<file path="src/rtl/plab2_mem_dmem_sec_guard_if.sv">
// Valid/ready channel bundle used by the request and response ports
// of the data-memory security guard.
interface plab2_mem_dmem_sec_guard_if #(
   parameter int W = 77
) ();
   logic [W-1:0] msg;
   logic         val;
   logic         rdy;

   modport master (output msg, output val, input rdy);
   modport slave  (input msg, input val, output rdy);
endinterface

</file>
<file path="src/rtl/plab2_mem_dmem_sec_guard.sv">
// Data-memory secure-window guard; optional violation counter enabled
// by defining PLAB2_DMEM_SEC_GUARD_VIOL_CNT_EN.
module plab2_mem_dmem_sec_guard #(
   parameter logic [31:0] p_sec_base        = 32'h0000_8000,
   parameter logic [31:0] p_sec_limit       = 32'h0000_FFFF,
   parameter int unsigned p_max_outstanding = 4
) (
   input  logic                        clk,
   input  logic                        reset,
   input  logic                        req_domain,
   plab2_mem_dmem_sec_guard_if.slave   in_req,
   plab2_mem_dmem_sec_guard_if.master  out_req,
   plab2_mem_dmem_sec_guard_if.slave   mem_resp,
   plab2_mem_dmem_sec_guard_if.master  out_resp,
   output logic                        viol_intr,
   output logic [31:0]                 viol_addr,
   input  logic                        viol_clr
`ifdef PLAB2_DMEM_SEC_GUARD_VIOL_CNT_EN
   ,
   output logic [7:0]                  viol_cnt
`endif
);

   localparam int AW = (p_max_outstanding > 1) ?
                       $clog2(p_max_outstanding) : 1;
   localparam int CW = AW + 1;
   localparam logic [CW-1:0] MAXO = CW'(p_max_outstanding);

   typedef struct packed {
      logic       synth;
      logic [2:0] typ;
      logic [7:0] opq;
   } tag_t;

   logic          pipe_val_q, pipe_val_d;
   logic [76:0]   pipe_msg_q, pipe_msg_d;
   logic          pipe_viol_q, pipe_viol_d;
   tag_t          tag_q [p_max_outstanding];
   logic [AW-1:0] wr_ptr_q, wr_ptr_d;
   logic [AW-1:0] rd_ptr_q, rd_ptr_d;
   logic [CW-1:0] cnt_q, cnt_d;
   logic          viol_intr_q, viol_intr_d;
   logic [31:0]   viol_addr_q, viol_addr_d;

   logic [31:0]   in_addr;
   logic          in_viol;
   logic          tag_ok;
   logic          pipe_leave;
   logic          accept;
   logic          pop;
   logic          viol_ev;
   tag_t          head;

   assign in_addr    = in_req.msg[65:34];
   assign in_viol    = !req_domain &&
                       (in_addr >= p_sec_base) &&
                       (in_addr <= p_sec_limit);
   assign tag_ok     = cnt_q < MAXO;
   assign pipe_leave = pipe_val_q && tag_ok &&
                       (pipe_viol_q || out_req.rdy);
   // Ready is forced low while reset is held
   assign in_req.rdy = reset && (!pipe_val_q || pipe_leave);
   assign accept     = in_req.val && in_req.rdy;
   assign viol_ev    = pipe_leave && pipe_viol_q;

   assign out_req.val = pipe_val_q && !pipe_viol_q && tag_ok;
   assign out_req.msg = pipe_msg_q;

   assign head = tag_q[rd_ptr_q];
   assign pop  = out_resp.val && out_resp.rdy;

   always_comb begin
      out_resp.val = 1'b0;
      out_resp.msg = mem_resp.msg;
      mem_resp.rdy = 1'b0;
      if (cnt_q != '0) begin
         if (head.synth) begin
            out_resp.val = 1'b1;
            out_resp.msg = {head.typ, head.opq, 2'd0, 32'h0};
         end else begin
            out_resp.val = mem_resp.val;
            mem_resp.rdy = out_resp.rdy;
         end
      end
   end

   always_comb begin
      pipe_val_d  = pipe_val_q;
      pipe_msg_d  = pipe_msg_q;
      pipe_viol_d = pipe_viol_q;
      if (accept) begin
         pipe_val_d  = 1'b1;
         pipe_msg_d  = in_req.msg;
         pipe_viol_d = in_viol;
      end else if (pipe_leave) begin
         pipe_val_d  = 1'b0;
      end
   end

   always_comb begin
      wr_ptr_d = wr_ptr_q + AW'(pipe_leave);
      rd_ptr_d = rd_ptr_q + AW'(pop);
      cnt_d    = cnt_q + CW'(pipe_leave) - CW'(pop);
   end

   // A clear in the same cycle as a new violation drops that violation
   always_comb begin
      viol_intr_d = viol_intr_q;
      viol_addr_d = viol_addr_q;
      if (viol_clr) begin
         viol_intr_d = 1'b0;
         viol_addr_d = 32'h0;
      end else if (viol_ev) begin
         viol_intr_d = 1'b1;
         if (!viol_intr_q)
            viol_addr_d = pipe_msg_q[65:34];
      end
   end

   always_ff @(posedge clk or negedge reset) begin
      if (!reset) begin
         pipe_val_q  <= 1'b0;
         pipe_msg_q  <= '0;
         pipe_viol_q <= 1'b0;
         wr_ptr_q    <= '0;
         rd_ptr_q    <= '0;
         cnt_q       <= '0;
         viol_intr_q <= 1'b0;
         viol_addr_q <= 32'h0;
      end else begin
         pipe_val_q  <= pipe_val_d;
         pipe_msg_q  <= pipe_msg_d;
         pipe_viol_q <= pipe_viol_d;
         wr_ptr_q    <= wr_ptr_d;
         rd_ptr_q    <= rd_ptr_d;
         cnt_q       <= cnt_d;
         viol_intr_q <= viol_intr_d;
         viol_addr_q <= viol_addr_d;
      end
   end

   always_ff @(posedge clk) begin
      if (pipe_leave)
         tag_q[wr_ptr_q] <= '{synth: pipe_viol_q,
                              typ:   pipe_msg_q[76:74],
                              opq:   pipe_msg_q[73:66]};
   end

   assign viol_intr = viol_intr_q;
   assign viol_addr = viol_addr_q;

`ifdef PLAB2_DMEM_SEC_GUARD_VIOL_CNT_EN
   logic [7:0] viol_cnt_q, viol_cnt_d;

   always_comb begin
      viol_cnt_d = viol_cnt_q;
      if (viol_clr)
         viol_cnt_d = 8'h00;
      else if (viol_ev && viol_cnt_q != 8'hFF)
         viol_cnt_d = viol_cnt_q + 8'd1;
   end

   always_ff @(posedge clk or negedge reset) begin
      if (!reset)
         viol_cnt_q <= 8'h00;
      else
         viol_cnt_q <= viol_cnt_d;
   end

   assign viol_cnt = viol_cnt_q;
`endif

endmodule

</file>
<file path="src/flat_wrapper.sv">
// flat-port wrapper written by rule: the top's interface ports become plain ports
module plab2_mem_dmem_sec_guard_flat 
#(
   parameter logic [31:0] p_sec_base        = 32'h0000_8000,
   parameter logic [31:0] p_sec_limit       = 32'h0000_FFFF,
   parameter int unsigned p_max_outstanding = 4
)
  (clk, reset, req_domain, viol_intr, viol_addr, viol_clr, in_req_msg, in_req_val, in_req_rdy, out_req_msg, out_req_val, out_req_rdy, mem_resp_msg, mem_resp_val, mem_resp_rdy, out_resp_msg, out_resp_val, out_resp_rdy);
  plab2_mem_dmem_sec_guard_if #(.W(77)) in_req_i ();
  plab2_mem_dmem_sec_guard_if #(.W(77)) out_req_i ();
  plab2_mem_dmem_sec_guard_if #(.W(45)) mem_resp_i ();
  plab2_mem_dmem_sec_guard_if #(.W(45)) out_resp_i ();
  input  logic clk;
  input  logic reset;
  input  logic req_domain;
  output logic viol_intr;
  output logic [31:0] viol_addr;
  input  logic viol_clr;
  input wire logic [$bits(in_req_i.msg)-1:0] in_req_msg;
  input wire logic [$bits(in_req_i.val)-1:0] in_req_val;
  output wire logic [$bits(in_req_i.rdy)-1:0] in_req_rdy;
  output wire logic [$bits(out_req_i.msg)-1:0] out_req_msg;
  output wire logic [$bits(out_req_i.val)-1:0] out_req_val;
  input wire logic [$bits(out_req_i.rdy)-1:0] out_req_rdy;
  input wire logic [$bits(mem_resp_i.msg)-1:0] mem_resp_msg;
  input wire logic [$bits(mem_resp_i.val)-1:0] mem_resp_val;
  output wire logic [$bits(mem_resp_i.rdy)-1:0] mem_resp_rdy;
  output wire logic [$bits(out_resp_i.msg)-1:0] out_resp_msg;
  output wire logic [$bits(out_resp_i.val)-1:0] out_resp_val;
  input wire logic [$bits(out_resp_i.rdy)-1:0] out_resp_rdy;
  assign in_req_i.msg = in_req_msg;
  assign in_req_i.val = in_req_val;
  assign in_req_rdy = in_req_i.rdy;
  assign out_req_msg = out_req_i.msg;
  assign out_req_val = out_req_i.val;
  assign out_req_i.rdy = out_req_rdy;
  assign mem_resp_i.msg = mem_resp_msg;
  assign mem_resp_i.val = mem_resp_val;
  assign mem_resp_rdy = mem_resp_i.rdy;
  assign out_resp_msg = out_resp_i.msg;
  assign out_resp_val = out_resp_i.val;
  assign out_resp_i.rdy = out_resp_rdy;
  plab2_mem_dmem_sec_guard #(.p_sec_base(p_sec_base), .p_sec_limit(p_sec_limit), .p_max_outstanding(p_max_outstanding)) u_core (.clk(clk), .reset(reset), .req_domain(req_domain), .in_req(in_req_i), .out_req(out_req_i), .mem_resp(mem_resp_i), .out_resp(out_resp_i), .viol_intr(viol_intr), .viol_addr(viol_addr), .viol_clr(viol_clr));
endmodule
</file>
<file path="config.mk">
export PLATFORM = sky130hd
export DESIGN_NAME = plab2_mem_dmem_sec_guard_flat
export DESIGN_NICKNAME = d
export VERILOG_FILES = /design/src/rtl/plab2_mem_dmem_sec_guard_if.sv /design/src/rtl/plab2_mem_dmem_sec_guard.sv /design/src/flat_wrapper.sv
export SDC_FILE = /design/constraint.sdc
export NUM_CORES = 1
export LEC_CHECK = 0
export CAP_MARGIN = 20
export CELL_PAD_IN_SITES_DETAIL_PLACEMENT = 1
export CELL_PAD_IN_SITES_GLOBAL_PLACEMENT = 2
export CORE_MARGIN = 1
export CORE_UTILIZATION = 27
export CTS_CLUSTER_DIAMETER = 200
export DETAILED_ROUTE_END_ITERATION = 12
export PLACE_DENSITY = 0.9
export SLEW_MARGIN = 10
export SYNTH_ARGS = -nofsm -noshare
export SYNTH_HDL_FRONTEND = slang
export SYNTH_SLANG_ARGS = --single-unit
</file>
<file path="constraint.sdc">
create_clock -name clk -period 3 [get_ports clk]
set_input_delay 0.6 -clock clk [delete_from_list [all_inputs] [get_ports clk]]
set_output_delay 0.6 -clock clk [all_outputs]
set_load 0.05 [all_outputs]
</file>
# ---- Yosys cells after proc, flatten, opt, wreduce, memory -nomap -nowiden
# Memories as Yosys holds them, arrays and structs flattened.
# Index checks and enable logic that the tools add are counted.
dict set report classes {
  magnitude_cmp 3
  eq_ne 1
  n_reduce_logical 19
  add_sub_neg 4
  n_mux 15
}
# operator count
set ops {}
lappend ops {{2-to-1 mux 32 bit} 3}
lappend ops {{2-to-1 mux 45 bit} 2}
lappend ops {{>= comparator 32 x 16 -> 1 bit (second input constant)} 1}
lappend ops {{<= comparator 32 x 16 -> 1 bit (second input constant)} 1}
lappend ops {{logical AND 1 bit} 10}
lappend ops {{2-to-1 mux 1 bit} 10}
lappend ops {{adder 2 x 1 -> 2 bit} 2}
lappend ops {{nonzero test 2 bit} 2}
lappend ops {{adder 3 x 1 -> 3 bit} 1}
lappend ops {{zero test 1 bit} 3}
lappend ops {{< comparator 3 bit (second input constant)} 1}
lappend ops {{nonzero test 3 bit} 1}
lappend ops {{subtractor 3 x 1 -> 3 bit} 1}
lappend ops {{logical OR 1 bit} 2}
lappend ops {{inequality test 2 bit (second input constant)} 1}
lappend ops {{AND reduction 2 bit} 1}
dict set report totals {
  ram_bits 48
  ff_bits 119
  memories 1
  inputBits 130
}
# memory depth width read_ports rd_ports_with_merged_regs write_ports line
set mem_list {}
lappend mem_list {u_core.tag_q 4 12 1 0 1 plab2_mem_dmem_sec_guard.sv:38} ;# tag_t tag_q [p_max_outstanding];

# ---- Longest topological paths before layout
dict set report depth {
  depth_word 7
  ltp_mapped 11
}

# ---- Worst setup path before layout
# No wires, ideal clock.
dict set report synth_timing {
  path_type {register to output}
  startpoint {register u_core.rd_ptr_q[0]}
  endpoint {output out_resp_msg[34]}
  stages_incl_launch_ff 6
  arrival_ns 2.903
  path_buffers 2
  required_time_ns 2.400
  slack_ns -0.503
  path_cell_list {dfrtp_1 -> buf_6 -> mux2i_1 -> or2_2 -> buf_2 -> o311ai_0}
}
dict set report synth_between {
  elab_chain_len 3
}
# item line
set synth_rtl {}
lappend synth_rtl {{start: declaration} plab2_mem_dmem_sec_guard.sv:40} ;# logic [AW-1:0] rd_ptr_q, rd_ptr_d;
lappend synth_rtl {{start signal: assignment} plab2_mem_dmem_sec_guard.sv:135} ;# rd_ptr_q <= rd_ptr_d;
lappend synth_rtl {{memory read (4 x 12 bit)} -}
lappend synth_rtl {{2-to-1 mux 45 bit} plab2_mem_dmem_sec_guard.sv:77} ;# if (head.synth) begin
lappend synth_rtl {{2-to-1 mux 45 bit} plab2_mem_dmem_sec_guard.sv:76} ;# if (cnt_q != '0) begin
lappend synth_rtl {{end: declaration} flat_wrapper.sv:28} ;# output wire logic [$bits(out_resp_i.msg)-1:0] out_resp_msg;
# No other way between the ends.

# ---- Worst setup path in the final report
dict set report layout_timing {
  startpoint {register u_core.cnt_q[2]}
  endpoint {output out_resp_msg[44]}
}
dict set report layout_between {
  elab_chain_len 2
}
# item line
set layout_rtl {}
lappend layout_rtl {{start: declaration} plab2_mem_dmem_sec_guard.sv:41} ;# logic [CW-1:0] cnt_q, cnt_d;
lappend layout_rtl {{start signal: assignment} plab2_mem_dmem_sec_guard.sv:136} ;# cnt_q <= cnt_d;
lappend layout_rtl {{nonzero test 3 bit} plab2_mem_dmem_sec_guard.sv:76}
lappend layout_rtl {{2-to-1 mux 45 bit} plab2_mem_dmem_sec_guard.sv:76}
# No other way between the ends.

==> impl_metrics.csv <==
group,metric,value,unit
detailed_routing,route.detailed.drc,0,
placed_design,port_buffers,288,
cells_and_area,syn_to_final_growth,64.1,%
pwr,cellPowerDensity,1200,nW/um^2
setup_path,cp_slowest_cell,"sky130_fd_sc_hd__dfrtp_1",
logic_synthesis,syn-instance-count,512,
global_route,grtUsageTotal,15.7,%
placed_design,gp_congestion,0.768,
timing,final-hold-violation-count,0,
detailed_routing,wl_per_instance,17.7,um
global_route,global_route_met3_usage,5.21,%
timing,rsz0062_at_grt,"false",
cells_and_area,layout.nets,942,
timing,timing.clock.skew,0.0140,ns
timing,final_max_slew_violation_count,0,
timing,fmaxAchievable,356,MHz
timing,period_share,93.7,%
cts,cts_buffers,17,
floorplan,design.die.area,26200,um^2
cts,clkLatencyLatePin,0.43,ns
setup_path,worst_ep_arrival_time,2.21,ns
detailed_routing,antenna_violating_nets_post_route,0,
floorplan,i_o_pin_total,289,
setup_path,crit_path_start_kind,"flop",
global_route,first_pass_grt_wire_length,31500,um
global_route,grt_overflow,0,
cts,clock_path_buffers,2,
cells_and_area,final.fill_count,2598,
setup_path,crit_chain,"nor3_2 -> or2_2 -> o311ai_0 -> buf_4 -> buf_12",
setup_path,critical_path.reg2reg.endpoint,"u_core.cnt_q[2]",
job,cap_violations,0,
cts,worst_setup_hold_path_clk_slew,0.07,ns
cts,post_cts_hold_buffer_count,0,
detailed_routing,postRouteWirelength,20400,um
status,run_status,"finished clean",
cts,tritoncts_clock_tree,"done",
logic_synthesis,netlist_top_cells_area,"sky130_fd_sc_hd__dfrtp_1 (43%), sky130_fd_sc_hd__edfxtp_1 (21%), sky130_fd_sc_hd__mux2_2 (13%)",
floorplan,floorplan.initialDensity,27.5,%
setup_path,cp.required,2.40,ns
floorplan,core_area,25100,um^2
setup_path,setup.worst_path.class,"flop to output port",
min_path,worstHoldPathType,"primary input to async pin",
cts,total_setup_buffers_inserted_after_cts,0,
detailed_routing,dr.first_iter.drc_count,184,
cells_and_area,finish.cell_count_without_fillers,1152,
logic_synthesis,synth.distinct_cells,37,
logic_synthesis,synth_warnings,0,
global_route,gr-max-usage-layer,"met2",
setup_path,r2r.worst_path.cells,10,
logic_synthesis,synth_fp_nets,647,
floorplan,die_width,162,um
pwr,power.leakage,4.46,nW
logic_synthesis,synth_common_cells,"sky130_fd_sc_hd__dfrtp_1 (119), sky130_fd_sc_hd__mux2_2 (79), sky130_fd_sc_hd__nand2_1 (78), sky130_fd_sc_hd__edfxtp_1 (48), sky130_fd_sc_hd__and2_1 (35)",
global_route,first_global_vias,5589,
setup_path,worst-r2r-setup-slack,0.52,ns
timing,setup_total_negative_slack,0,ns
cts,clkSinkCount,167,
cells_and_area,drive_above_1_share,22.8,%
setup_path,rr_startpoint,"u_core.rd_ptr_q[0]",
floorplan,placement_rows,58,
placed_design,dp.cells,1118,
logic_synthesis,synth-async-reset-ratio,71.3,%
detailed_routing,via_per_inst,4.46,
timing,final-setup-viol-count,0,
timing,post-route-min-period,2.81,ns
placed_design,detailed_place_hpwl,15100,um
logic_synthesis,post-synth-top-count-cell,"sky130_fd_sc_hd__dfrtp_1",
setup_path,capturing_element_type_of_the_critical_path,"output port",
floorplan,die_h,162,um
setup_path,critical_path_peak_fanout,11,
logic_synthesis,synth.ff_latch_count,167,
timing,worst_pin_slew,0.572,ns
logic_synthesis,synth_seq_area_share,64.1,%
timing,slew_headroom,61.8,%
detailed_routing,routed-via-count,5138,
pwr,vdd_ir_drop_max,0.622,mV
logic_synthesis,synthFlopType,"sky130_fd_sc_hd__dfrtp_1",
logic_synthesis,synth_enable_flop_cells,48,
setup_path,crit_start,"u_core.cnt_q[2]",
setup_path,cpPeakStageDelay,0.47,ns
logic_synthesis,synth_top_cell_area_share,43.2,%
cts,clock_tree.root_cell,"sky130_fd_sc_hd__clkbuf_16",
detailed_routing,drt-pass1-iter-count,4,
cts,ctsHtreeMaxLevel,4,
global_route,number_of_antenna_violations_at_the_first_check_in_global_routing,3,
logic_synthesis,synth_top_cell_by_area,"sky130_fd_sc_hd__dfrtp_1",
global_route,met1_usage,17.2,%
logic_synthesis,syn_area_per_cell,13.5,um^2
logic_synthesis,mappedNetlistArea,6900,um^2
global_route,met2_usage,28.6,%
global_route,grt_max_degree,54,
per-layer routing:
metal,vias up,routed length (um),share of wire (%)
met4,2,274,1.3
met1,2555,7770,38
met5,-,13,0.064
li1,2379,-,-
met3,16,1550,7.6
met2,186,10800,53
where the power goes:
group	leakage [nW]	internal (mW)	switching (mW)
Sequential	1.90	3.08	0.514
Clock	0.307	1.35	1.00
Combinational	2.26	3.09	4.53
flip-flops by register name, summed over array words and instances, names as in the netlist:
| register | flops |
|---|---|
| u_core.out_req.msg | 77 |
| u_core.tag_q | 48 |
| u_core.viol_addr | 32 |
| u_core.cnt_q | 3 |
| u_core.rd_ptr_q | 2 |
| u_core.wr_ptr_q | 2 |
| u_core.pipe_val_q | 1 |
| u_core.pipe_viol_q | 1 |
| u_core.viol_intr | 1 |
placed cells by master, fill, tap and decap left out, types with 3 or more instances in the layout:
cell                              instances
sky130_fd_sc_hd__mux2i_1                 13
sky130_fd_sc_hd__edfxtp_1                48
sky130_fd_sc_hd__inv_6                    3
sky130_fd_sc_hd__nand3_1                 11
sky130_fd_sc_hd__buf_12                  48
sky130_fd_sc_hd__nand2_1                 78
sky130_fd_sc_hd__nor2_1                   6
sky130_fd_sc_hd__a21oi_1                 33
sky130_fd_sc_hd__clkbuf_16               17
sky130_fd_sc_hd__buf_4                   17
sky130_fd_sc_hd__clkdlybuf4s50_1        239
sky130_fd_sc_hd__inv_1                    6
sky130_fd_sc_hd__dfrtp_1                118
sky130_fd_sc_hd__and2_1                  35
sky130_fd_sc_hd__o311ai_1                 9
sky130_fd_sc_hd__o21ai_0                  3
sky130_fd_sc_hd__mux2_1                   9
sky130_fd_sc_hd__ha_1                     4
sky130_fd_sc_hd__mux2_2                  79
sky130_fd_sc_hd__bufinv_16                3
sky130_fd_sc_hd__inv_8                    3
per-stage QoR:
stage          utilization [%]  area [um^2]  worst slack [ns]  power (mW)  hold slack, ns
6_report                  45.1        11300             0.190        13.6           0.280
5_1_grt                   45.1        11300            0.0332        14.1           0.318
4_1_cts                   45.0        11300            0.0314        13.7           0.267
3_5_place_dp              42.5        10700             0.290        11.3           0.493
3_3_place_gp              42.3        10600             0.316        11.1           0.486
2_1_floorplan                -         6900            -0.503        8.04           0.304
critical path, delay by kind of cell, from the launching register on:
family,cells,cell delay (ns)
buffers and inverters,2,0.33
and+or+nand+nor,2,0.56
DFF,1,0.47
AOI/OAI and AO/OA,1,0.43
worst max-delay path by stage:
stage / endpoint / slack [ns] / depth (start not counted)
final: out_resp_msg[44] / 0.19 / 5
after floorplan: out_resp_msg[34] / -0.50 / 5
after CTS: out_resp_msg[41] / 0.03 / 6
after detailed placement: out_resp_msg[44] / 0.29 / 6
after global placement: u_core.cnt_q[2] / 0.32 / 10
after global routing: out_resp_msg[44] / 0.03 / 5
cells by family (layout without fill, tap and decap cells):
group	count (synthesis)	count (layout)	synth area share (%)
multiplexers	102	102	16.6
other	0	2	0
buffers and inverters	36	344	3.07
flip-flops	167	167	64.1
AND/OR/NAND/NOR	149	149	10.4
adder cells (fa/ha/maj)	5	5	1.02
AO/OA/AOI/OAI	49	49	4.34
XOR/XNOR	4	4	0.508
layout make-up:
| cell class | count | area [um^2] | area share, % |
|---|---|---|---|
| flip-flops and latches | 167 | 4420 | 39.1 |
| repair buffers | 306 | 3520 | 31.1 |
| multi-input cells | 309 | 2300 | 20.3 |
| clock buffers | 17 | 425 | 3.76 |
| well taps | 330 | 413 | 3.65 |
| clock inverters | 15 | 211 | 1.87 |
| inverters | 6 | 22.5 | 0.199 |
| diodes | 2 | 5.00 | 0.0442 |
repair_timing:
action | 4_1_cts | 5_1_grt
gates resized for setup | 2 | 5
pin swaps | 0 | 0
setup endpoints to repair | 11 | 10
Note: power is estimated with default switching activity, not from simulation.
